## src/rtl/pipeline_stage_tracker_pkg.sv

```systemverilog
// Shared CPU types, opcode/funct codes, pipeline-latch control record and
// helper functions for the pipeline stage tracker.
package pipeline_stage_tracker_pkg;

  typedef logic [5:0]  opcode_t;
  typedef logic [5:0]  funct_t;
  typedef logic [4:0]  regbits_t;
  typedef logic [31:0] word_t;

  localparam opcode_t OP_RTYPE = 6'h00;
  localparam opcode_t OP_J     = 6'h02;
  localparam opcode_t OP_JAL   = 6'h03;
  localparam opcode_t OP_BEQ   = 6'h04;
  localparam opcode_t OP_BNE   = 6'h05;
  localparam opcode_t OP_ADDI  = 6'h08;
  localparam opcode_t OP_ADDIU = 6'h09;
  localparam opcode_t OP_SLTI  = 6'h0A;
  localparam opcode_t OP_SLTIU = 6'h0B;
  localparam opcode_t OP_ANDI  = 6'h0C;
  localparam opcode_t OP_ORI   = 6'h0D;
  localparam opcode_t OP_XORI  = 6'h0E;
  localparam opcode_t OP_LUI   = 6'h0F;
  localparam opcode_t OP_LW    = 6'h23;
  localparam opcode_t OP_LL    = 6'h30;
  localparam opcode_t OP_SC    = 6'h38;
  localparam opcode_t OP_HALT  = 6'h3F;

  localparam funct_t   FN_JR  = 6'h08;
  localparam regbits_t REG_RA = 5'd31;

  // Control shadow carried by each pipeline latch.
  typedef struct packed {
    logic     valid;
    word_t    instr;
    opcode_t  op;
    logic     wr_en;
    regbits_t wr_addr;
    logic     zero;
  } stage_ctrl_t;

  typedef enum logic [1:0] {
    ST_RUN    = 2'd0,
    ST_DRAIN  = 2'd1,
    ST_HALTED = 2'd2
  } drain_state_t;

  // True when the opcode/funct pair writes a register.
  function automatic logic op_writes_reg(input opcode_t op, input funct_t funct);
    logic w;
    w = 1'b0;
    case (op)
      OP_RTYPE: w = (funct != FN_JR);
      OP_ADDI, OP_ADDIU, OP_ANDI, OP_ORI, OP_XORI, OP_LUI,
      OP_SLTI, OP_SLTIU, OP_LW, OP_LL, OP_SC, OP_JAL: w = 1'b1;
      default: w = 1'b0;
    endcase
    return w;
  endfunction

  // Even parity over a whole latch record.
  function automatic logic ctrl_parity(input stage_ctrl_t s);
    return ^s;
  endfunction

endpackage

```

## src/rtl/pipeline_stage_tracker_stage_ctrl_decode.sv

```systemverilog
// Combinational decode of write-back control from instruction fields.
module stage_ctrl_decode
  import pipeline_stage_tracker_pkg::*;
(
  input  opcode_t  op_i,
  input  funct_t   funct_i,
  input  regbits_t rt_i,
  input  regbits_t rd_i,
  output logic     reg_wr_en_o,
  output logic     reg_dst_o,
  output regbits_t wr_addr_o
);

  // Pick the destination register, then suppress writes to $zero.
  always_comb begin
    reg_dst_o   = (op_i == OP_RTYPE);
    wr_addr_o   = rt_i;
    reg_wr_en_o = 1'b0;
    if (op_i == OP_JAL) begin
      wr_addr_o = REG_RA;
    end else if (reg_dst_o) begin
      wr_addr_o = rd_i;
    end else begin
      wr_addr_o = rt_i;
    end
    reg_wr_en_o = op_writes_reg(op_i, funct_i) && (wr_addr_o != 5'd0);
  end

endmodule

```

## src/rtl/pipeline_stage_tracker.sv

```systemverilog
// Pipeline-latch control shadows, halt-drain FSM and performance counters;
// the datapath-facing end of the hazard unit interface.
module pipeline_stage_tracker
  import pipeline_stage_tracker_pkg::*;
#(
  parameter int CNT_W = 32
) (
  input  logic             CLK,
  input  logic             RST,
  input  logic             ihit,
  input  logic             dhit,
  input  logic [31:0]      fetch_instruction,
  input  logic             execute_alu_zero,
  input  logic             fetch_decode_flush,
  input  logic             decode_execute_flush,
  input  logic             execute_memory_flush,
  input  logic             memory_write_back_flush,
  input  logic             fetch_decode_enable,
  input  logic             decode_execute_enable,
  input  logic             execute_memory_enable,
  input  logic             memory_write_back_enable,
  output logic             hu_ihit,
  output logic             hu_dhit,
  output logic [31:0]      decode_instruction,
  output logic [4:0]       decode_rs,
  output logic [4:0]       decode_rt,
  output logic             decode_reg_wr_en,
  output logic             decode_reg_dst,
  output logic             execute_reg_wr_en,
  output logic [4:0]       execute_reg_wr_addr,
  output logic [5:0]       execute_op_code,
  output logic             memory_reg_wr_en,
  output logic [4:0]       memory_reg_wr_addr,
  output logic [5:0]       memory_op_code,
  output logic             memory_beq,
  output logic             memory_bne,
  output logic             memory_jump_en,
  output logic             memory_jump_r_en,
  output logic             memory_pc_src,
  output logic [3:0]       stage_valid,
  output logic [3:0]       stage_parity,
  output logic             halt,
  output logic [CNT_W-1:0] cycle_cnt,
  output logic [CNT_W-1:0] stall_cnt,
  output logic [CNT_W-1:0] flush_cnt
);

  localparam logic [CNT_W-1:0] CNT_MAX = {CNT_W{1'b1}};
  localparam logic [CNT_W-1:0] CNT_ONE = {{(CNT_W-1){1'b0}}, 1'b1};

  stage_ctrl_t  if_id_q, if_id_d, id_ex_q, id_ex_d;
  stage_ctrl_t  ex_mem_q, ex_mem_d, mem_wb_q, mem_wb_d;
  drain_state_t state_q, state_d;
  logic         halt_q, halt_d;
  logic [CNT_W-1:0] cycle_q, cycle_d, stall_q, stall_d, flush_q, flush_d;

  logic     dec_wr_en, dec_reg_dst;
  regbits_t dec_wr_addr;
  logic     count_en, any_flush, halt_leaving;

  stage_ctrl_decode u_if_id_decode (
    .op_i        (if_id_q.instr[31:26]),
    .funct_i     (if_id_q.instr[5:0]),
    .rt_i        (if_id_q.instr[20:16]),
    .rd_i        (if_id_q.instr[15:11]),
    .reg_wr_en_o (dec_wr_en),
    .reg_dst_o   (dec_reg_dst),
    .wr_addr_o   (dec_wr_addr)
  );

  // Latch next-state: flush beats enable, enable beats hold.
  always_comb begin
    if_id_d  = if_id_q;
    id_ex_d  = id_ex_q;
    ex_mem_d = ex_mem_q;
    mem_wb_d = mem_wb_q;

    if (fetch_decode_flush) begin
      if_id_d = '0;
    end else if (fetch_decode_enable) begin
      if_id_d       = '0;
      if_id_d.valid = ihit;
      if_id_d.instr = fetch_instruction;
      if_id_d.op    = fetch_instruction[31:26];
    end else begin
      if_id_d = if_id_q;
    end

    // A bubble in IF/ID must never carry a register write downstream.
    if (decode_execute_flush) begin
      id_ex_d = '0;
    end else if (decode_execute_enable) begin
      id_ex_d.valid   = if_id_q.valid;
      id_ex_d.instr   = if_id_q.instr;
      id_ex_d.op      = if_id_q.op;
      id_ex_d.wr_en   = dec_wr_en & if_id_q.valid;
      id_ex_d.wr_addr = dec_wr_addr;
      id_ex_d.zero    = 1'b0;
    end else begin
      id_ex_d = id_ex_q;
    end

    if (execute_memory_flush) begin
      ex_mem_d = '0;
    end else if (execute_memory_enable) begin
      ex_mem_d      = id_ex_q;
      ex_mem_d.zero = execute_alu_zero;
    end else begin
      ex_mem_d = ex_mem_q;
    end

    if (memory_write_back_flush) begin
      mem_wb_d = '0;
    end else if (memory_write_back_enable) begin
      mem_wb_d = ex_mem_q;
    end else begin
      mem_wb_d = mem_wb_q;
    end
  end

  // A valid HALT actually advancing out of EX/MEM starts the drain.
  assign halt_leaving = ex_mem_q.valid && (ex_mem_q.op == OP_HALT) &&
                        memory_write_back_enable && !memory_write_back_flush;

  // Halt-drain FSM next-state and sticky halt flag.
  always_comb begin
    state_d = state_q;
    halt_d  = halt_q;
    case (state_q)
      ST_RUN: begin
        if (halt_leaving) begin
          state_d = ST_DRAIN;
        end else begin
          state_d = ST_RUN;
        end
      end
      ST_DRAIN: begin
        state_d = ST_HALTED;
        halt_d  = 1'b1;
      end
      ST_HALTED: begin
        state_d = ST_HALTED;
        halt_d  = 1'b1;
      end
      default: begin
        state_d = ST_HALTED;
        halt_d  = 1'b1;
      end
    endcase
  end

  assign count_en  = (state_q == ST_RUN) || (state_q == ST_DRAIN);
  assign any_flush = fetch_decode_flush | decode_execute_flush |
                     execute_memory_flush | memory_write_back_flush;

  // Saturating performance counters, frozen once halted.
  always_comb begin
    cycle_d = cycle_q;
    stall_d = stall_q;
    flush_d = flush_q;
    if (count_en && (cycle_q != CNT_MAX)) begin
      cycle_d = cycle_q + CNT_ONE;
    end else begin
      cycle_d = cycle_q;
    end
    if (count_en && !fetch_decode_enable && (stall_q != CNT_MAX)) begin
      stall_d = stall_q + CNT_ONE;
    end else begin
      stall_d = stall_q;
    end
    if (count_en && any_flush && (flush_q != CNT_MAX)) begin
      flush_d = flush_q + CNT_ONE;
    end else begin
      flush_d = flush_q;
    end
  end

  // State registers with asynchronous reset.
  always_ff @(posedge CLK or posedge RST) begin
    if (RST) begin
      if_id_q  <= '0;
      id_ex_q  <= '0;
      ex_mem_q <= '0;
      mem_wb_q <= '0;
      state_q  <= ST_RUN;
      halt_q   <= 1'b0;
      cycle_q  <= '0;
      stall_q  <= '0;
      flush_q  <= '0;
    end else begin
      if_id_q  <= if_id_d;
      id_ex_q  <= id_ex_d;
      ex_mem_q <= ex_mem_d;
      mem_wb_q <= mem_wb_d;
      state_q  <= state_d;
      halt_q   <= halt_d;
      cycle_q  <= cycle_d;
      stall_q  <= stall_d;
      flush_q  <= flush_d;
    end
  end

  assign hu_ihit             = ihit;
  assign hu_dhit             = dhit;
  assign decode_instruction  = if_id_q.instr;
  assign decode_rs           = if_id_q.instr[25:21];
  assign decode_rt           = if_id_q.instr[20:16];
  assign decode_reg_wr_en    = dec_wr_en;
  assign decode_reg_dst      = dec_reg_dst;
  assign execute_reg_wr_en   = id_ex_q.wr_en;
  assign execute_reg_wr_addr = id_ex_q.wr_addr;
  assign execute_op_code     = id_ex_q.op;
  assign memory_reg_wr_en    = ex_mem_q.wr_en;
  assign memory_reg_wr_addr  = ex_mem_q.wr_addr;
  assign memory_op_code      = ex_mem_q.op;
  assign memory_beq          = (ex_mem_q.op == OP_BEQ);
  assign memory_bne          = (ex_mem_q.op == OP_BNE);
  assign memory_jump_en      = (ex_mem_q.op == OP_J) || (ex_mem_q.op == OP_JAL);
  assign memory_jump_r_en    = (ex_mem_q.op == OP_RTYPE) && (ex_mem_q.instr[5:0] == FN_JR);
  assign memory_pc_src       = ex_mem_q.valid &&
                               ((memory_beq && ex_mem_q.zero) || (memory_bne && !ex_mem_q.zero));
  assign stage_valid         = {mem_wb_q.valid, ex_mem_q.valid, id_ex_q.valid, if_id_q.valid};
  assign stage_parity        = {ctrl_parity(mem_wb_q), ctrl_parity(ex_mem_q),
                                ctrl_parity(id_ex_q), ctrl_parity(if_id_q)};
  assign halt                = halt_q;
  assign cycle_cnt           = cycle_q;
  assign stall_cnt           = stall_q;
  assign flush_cnt           = flush_q;

endmodule

```

## config.mk

```make
export PLATFORM = sky130hd
export DESIGN_NAME = pipeline_stage_tracker
export DESIGN_NICKNAME = d
export VERILOG_FILES = /design/src/rtl/pipeline_stage_tracker_pkg.sv /design/src/rtl/pipeline_stage_tracker_stage_ctrl_decode.sv /design/src/rtl/pipeline_stage_tracker.sv
export SDC_FILE = /design/constraint.sdc
export NUM_CORES = 1
export LEC_CHECK = 0
export ABC_AREA = 1
export BUFFER_PORTS_ARGS = -buffer_cell sky130_fd_sc_hd__buf_4
export CAP_MARGIN = 20
export CELL_PAD_IN_SITES_DETAIL_PLACEMENT = 0
export CELL_PAD_IN_SITES_GLOBAL_PLACEMENT = 1
export CORE_UTILIZATION = 45
export CTS_CLUSTER_DIAMETER = 30
export DETAILED_ROUTE_END_ITERATION = 8
export GPL_TIMING_DRIVEN = 1
export PLACE_DENSITY = 0.94
export SETUP_SLACK_MARGIN = 0.5
export SYNTH_ARGS = -nofsm -noshare
export SYNTH_HDL_FRONTEND = slang
export SYNTH_SLANG_ARGS = --single-unit
```

## constraint.sdc

```tcl
create_clock -name CLK -period 20.3 [get_ports CLK]
set_input_delay 2.03 -clock CLK [delete_from_list [all_inputs] [get_ports CLK]]
set_output_delay 2.03 -clock CLK [all_outputs]
set_load 0.005 [all_outputs]
```

==> flow_summary_export.csv <==
group,metric,value,unit
critical_path,path_common_cell,"nor2_1",
cells_and_area,layout_commonest_cell,"nand2_1",
global_route,grt_pass1_wl,67140,um
yosys,netlist_area,0.01479,mm^2
power,power_leakage,9.303,nW
critical_path,reg2reg_setup_slack,17470,ps
critical_path,worst-endpoint-arrival,2520,ps
placement,gp_congestion,0.9048,
clock_network,cts_made_buffers,59,
routing,drt-wirelength-per-cell,15.35,um
clock_network,cts.repair_timing.setup_buffer_count,0,
status,outcome,"finished clean",
critical_path,end_kind,"output pin",
min_path,worstHoldPathCells,2,
global_route,global_route.usage.total,0.2485,
floorplanning,num_rows,66,
critical_path,worst_r2r_endpoint,"stall_cnt[23]",
critical_path,cp_max_stage_cell,"dfrtp_1",
critical_path,cp-start-kind,"flop",
routing,vias_per_cell,5.093,
timing,timing.slew.headroom,0.3719,
critical_path,cp.required,18270,ps
yosys,synthesis.yosys.warnings,0,
clock_network,htree_depth,2,
cells_and_area,final_layout_size_suffix_gt1_frac,0.1627,
cells_and_area,design.final.nets,2248,
clock_network,cts.clk_slew.worst_paths,50,ps
yosys,largest_family_of_logic_cells_by_synthesized_area,"simple AND/OR/NAND/NOR gates",
routing,detailedRoute.firstPassIterationCount,6,
cells_and_area,final_core_util,0.5775,
routing,detail_route.iter0.violations,902,
yosys,synth_compound_area_frac,0.07504,
yosys,synthDistinctLibCells,36,
critical_path,reg2reg_depth,10,
clock_network,ctsLongestPathBuffers,3,
timing,fmax,0.2200,GHz
yosys,synthAdderAreaFrac,0.002538,
cells_and_area,antenna-diode-count,0,
yosys,synth-xor-area-share,0.1125,
timing,timing.final.crit_period,4546,ps
cells_and_area,syn_to_final_growth,26.73,%
routing,wirelength,41320,um
timing,clock_skew,25.01,ps
clock_network,quantity_of_hold_fixing_buffers_added_after_cts,0,
routing,drc,0,
yosys,synth.mux.area_fraction,0,
critical_path,timing.critical_path.max_delay_family,"simple AND/OR/NAND/NOR gates",
min_path,hp-class,"reg2reg",
timing,hold_vio_cnt_final,0,
yosys,synthesis.instances,1998,
yosys,synth_fp_nets,2046,
critical_path,stage_delay_of_the_slowest_cell_on_the_critical_path,480,ps
yosys,synth-seq-area-share,0.4247,
floorplanning,coreArea,0.03245,mm^2
timing,count_of_pins_over_their_slew_limit,0,
timing,worst_slew_pin_slew,942.1,ps
floorplanning,chipWidth,183.3,um
placement,hpwlAfterDp,29490,um
min_path,whs_endpoint,"state_q[1]",
placement,port_buffers,222,
floorplanning,initial_utilization,0.4557,
cells_and_area,commonest_cells_after_routing_fill_and_taps_aside,"684 x nand2_1, 266 x inv_1, 251 x dfrtp_1",
floorplanning,die-area,0.03359,mm^2
clock_network,clk-insertion-delay-late,580,ps
global_route,grt_start_max_net_pins,102,
timing,setup-tns-final,0,ps
routing,postRouteAntennaNets,0,
yosys,postSynthRegisterBits,251,
critical_path,critPathBufInv,1,
power,fin_total_pwr,0.001863,W
power,pwr_density_cell,99.42,mW/mm^2
clock_network,sink_count_of_the_clock_tree,251,
yosys,synthSimpleGateAreaFrac,0.2782,
critical_path,criticalPathCategory,"reg2out",
global_route,number_of_antenna_violations_at_the_first_check_in_global_routing,0,
floorplanning,vertical_die_dimension,183.3,um
run,timing.max_cap.violations,0,
min_path,hold_wc_startpoint,"state_q[0]",
clock_network,clockRootBuffer,"clkbuf_16",
yosys,syn-mean-instance-area,7.402,um^2
clock_network,cts_tree,"yes",
timing,grt_setup_unrepaired,"false",
floorplanning,boundaryPins,225,
global_route,globalRouteOverflowTotal,0,
timing,report.final.setup_viol,0,
routing,route.vias.total,13710,
timing,period_share,0.2239,
critical_path,worst-path-max-fanout,9,
critical_path,path_cells,"nor2_1 > nand3_1 > nand2_1 > o21ai_0 > nor2_1 > nand4_1 > and2_1 > buf_4",
clock_network,post_cts_resize_count,0,
power,vdd.ir_drop.worst,0.00007638,V
critical_path,r2r_startpoint,"stall_cnt[0]",
global_route,number_of_global_route_vias_before_repair,13350,
[where the power goes]
group          switching, W  leakage (nW)  internal (W)
Sequential        0.0000462          3.38      0.000536
Combinational      0.000151          4.88      0.000111
Clock              0.000317          1.04      0.000703
Total              0.000514          9.30       0.00135
[layout make-up]
cell class	count	area (um^2)
Timing Repair Buffer	229	1759
Clock inverter	43	621.8
Inverter	278	1056
Tap cell	442	553.0
Multi-Input combinational cell	1381	6925
Clock buffer	67	1546
Fill cell	2924	13710
Sequential cell	251	6281
[worst register-to-register path, stage by stage (launching register included)]
cell and delay (ps):
dfrtp_1 400, ha_1 200, inv_1 80, nor3_4 170, nand2_2 150, nor2_4 140
inv_2 40, o21ai_2 730, inv_2 460, nand2_1 200, xor2_1 160
[layer usage]
| layer | track usage | vias to the layer above | wire (um) |
|---|---|---|---|
| met5 | 0 | - | 0 |
| met4 | 0.1027 | 0 | 1402 |
| met3 | 0.03892 | 94 | 2480 |
| met2 | 0.4141 | 442 | 19710 |
| met1 | 0.3219 | 6491 | 17730 |
| li1 | - | 6679 | - |
[registers in the layout (all words and copies together), names as in the netlist, 5 cells and up]
name,count
cycle_cnt,32
decode_instruction,32
ex_mem_q,33
execute_reg_wr_addr,5
flush_cnt,32
id_ex_q,32
mem_wb_q,39
memory_reg_wr_addr,5
stall_cnt,32
[per-stage QoR]
step / setup slack (ps) / std cells / hold slack, ps / cell area, um^2
final: 15750 / 2691 / 488.2 / 18740
after global routing: 15560 / 2691 / 508.6 / 18740
after CTS: 15750 / 2689 / 482.3 / 18690
after detailed placement: 15510 / 2579 / 458.2 / 16520
after global placement: 15610 / 2579 / 459.2 / 16520
after floorplan: 11370 / 1998 / 421.7 / 14790
[how the worst max path moves through the flow]
stage | depth (start not counted) | slack [ps] | startpoint | endpoint
after CTS | 8 | 15750 | decode_instruction[26] | decode_reg_wr_en
after global placement | 8 | 15610 | fetch_decode_flush | flush_cnt[31]
final | 8 | 15750 | decode_instruction[26] | decode_reg_wr_en
after detailed placement | 7 | 15510 | fetch_decode_flush | flush_cnt[15]
after floorplan | 1 | 11370 | RST | cycle_cnt[0]
after global routing | 8 | 15560 | decode_instruction[26] | decode_reg_wr_en
[cells in the mapped netlist (all sizes together)]
cell type	number	share of area
clkinv	1	0.00025
nand2	688	0.18
nor4	11	0.0047
nand3b	3	0.0015
nor3b	1	0.00051
a21oi	4	0.0014
buf	54	0.027
nor2	124	0.032
a41oi	1	0.00059
nand3	87	0.029
nor3	52	0.020
xor2	107	0.063
xnor2	83	0.049
o21a	1	0.00051
ha	3	0.0025
or2	5	0.0021
dfrtp	251	0.42
nand4	25	0.011
o21ai	70	0.024
o22ai	115	0.049
clkbuf	34	0.0086
and2	1	0.00042
inv	277	0.071
[cells by family after synthesis]
family / Yosys count
buffers and inverters: 366
adders and majority gates: 3
AOI/OAI and AO/OA: 191
and+or+nand+nor: 997
DFF: 251
xor gates and xnor gates: 190
Power figures use the tool's default switching activity.
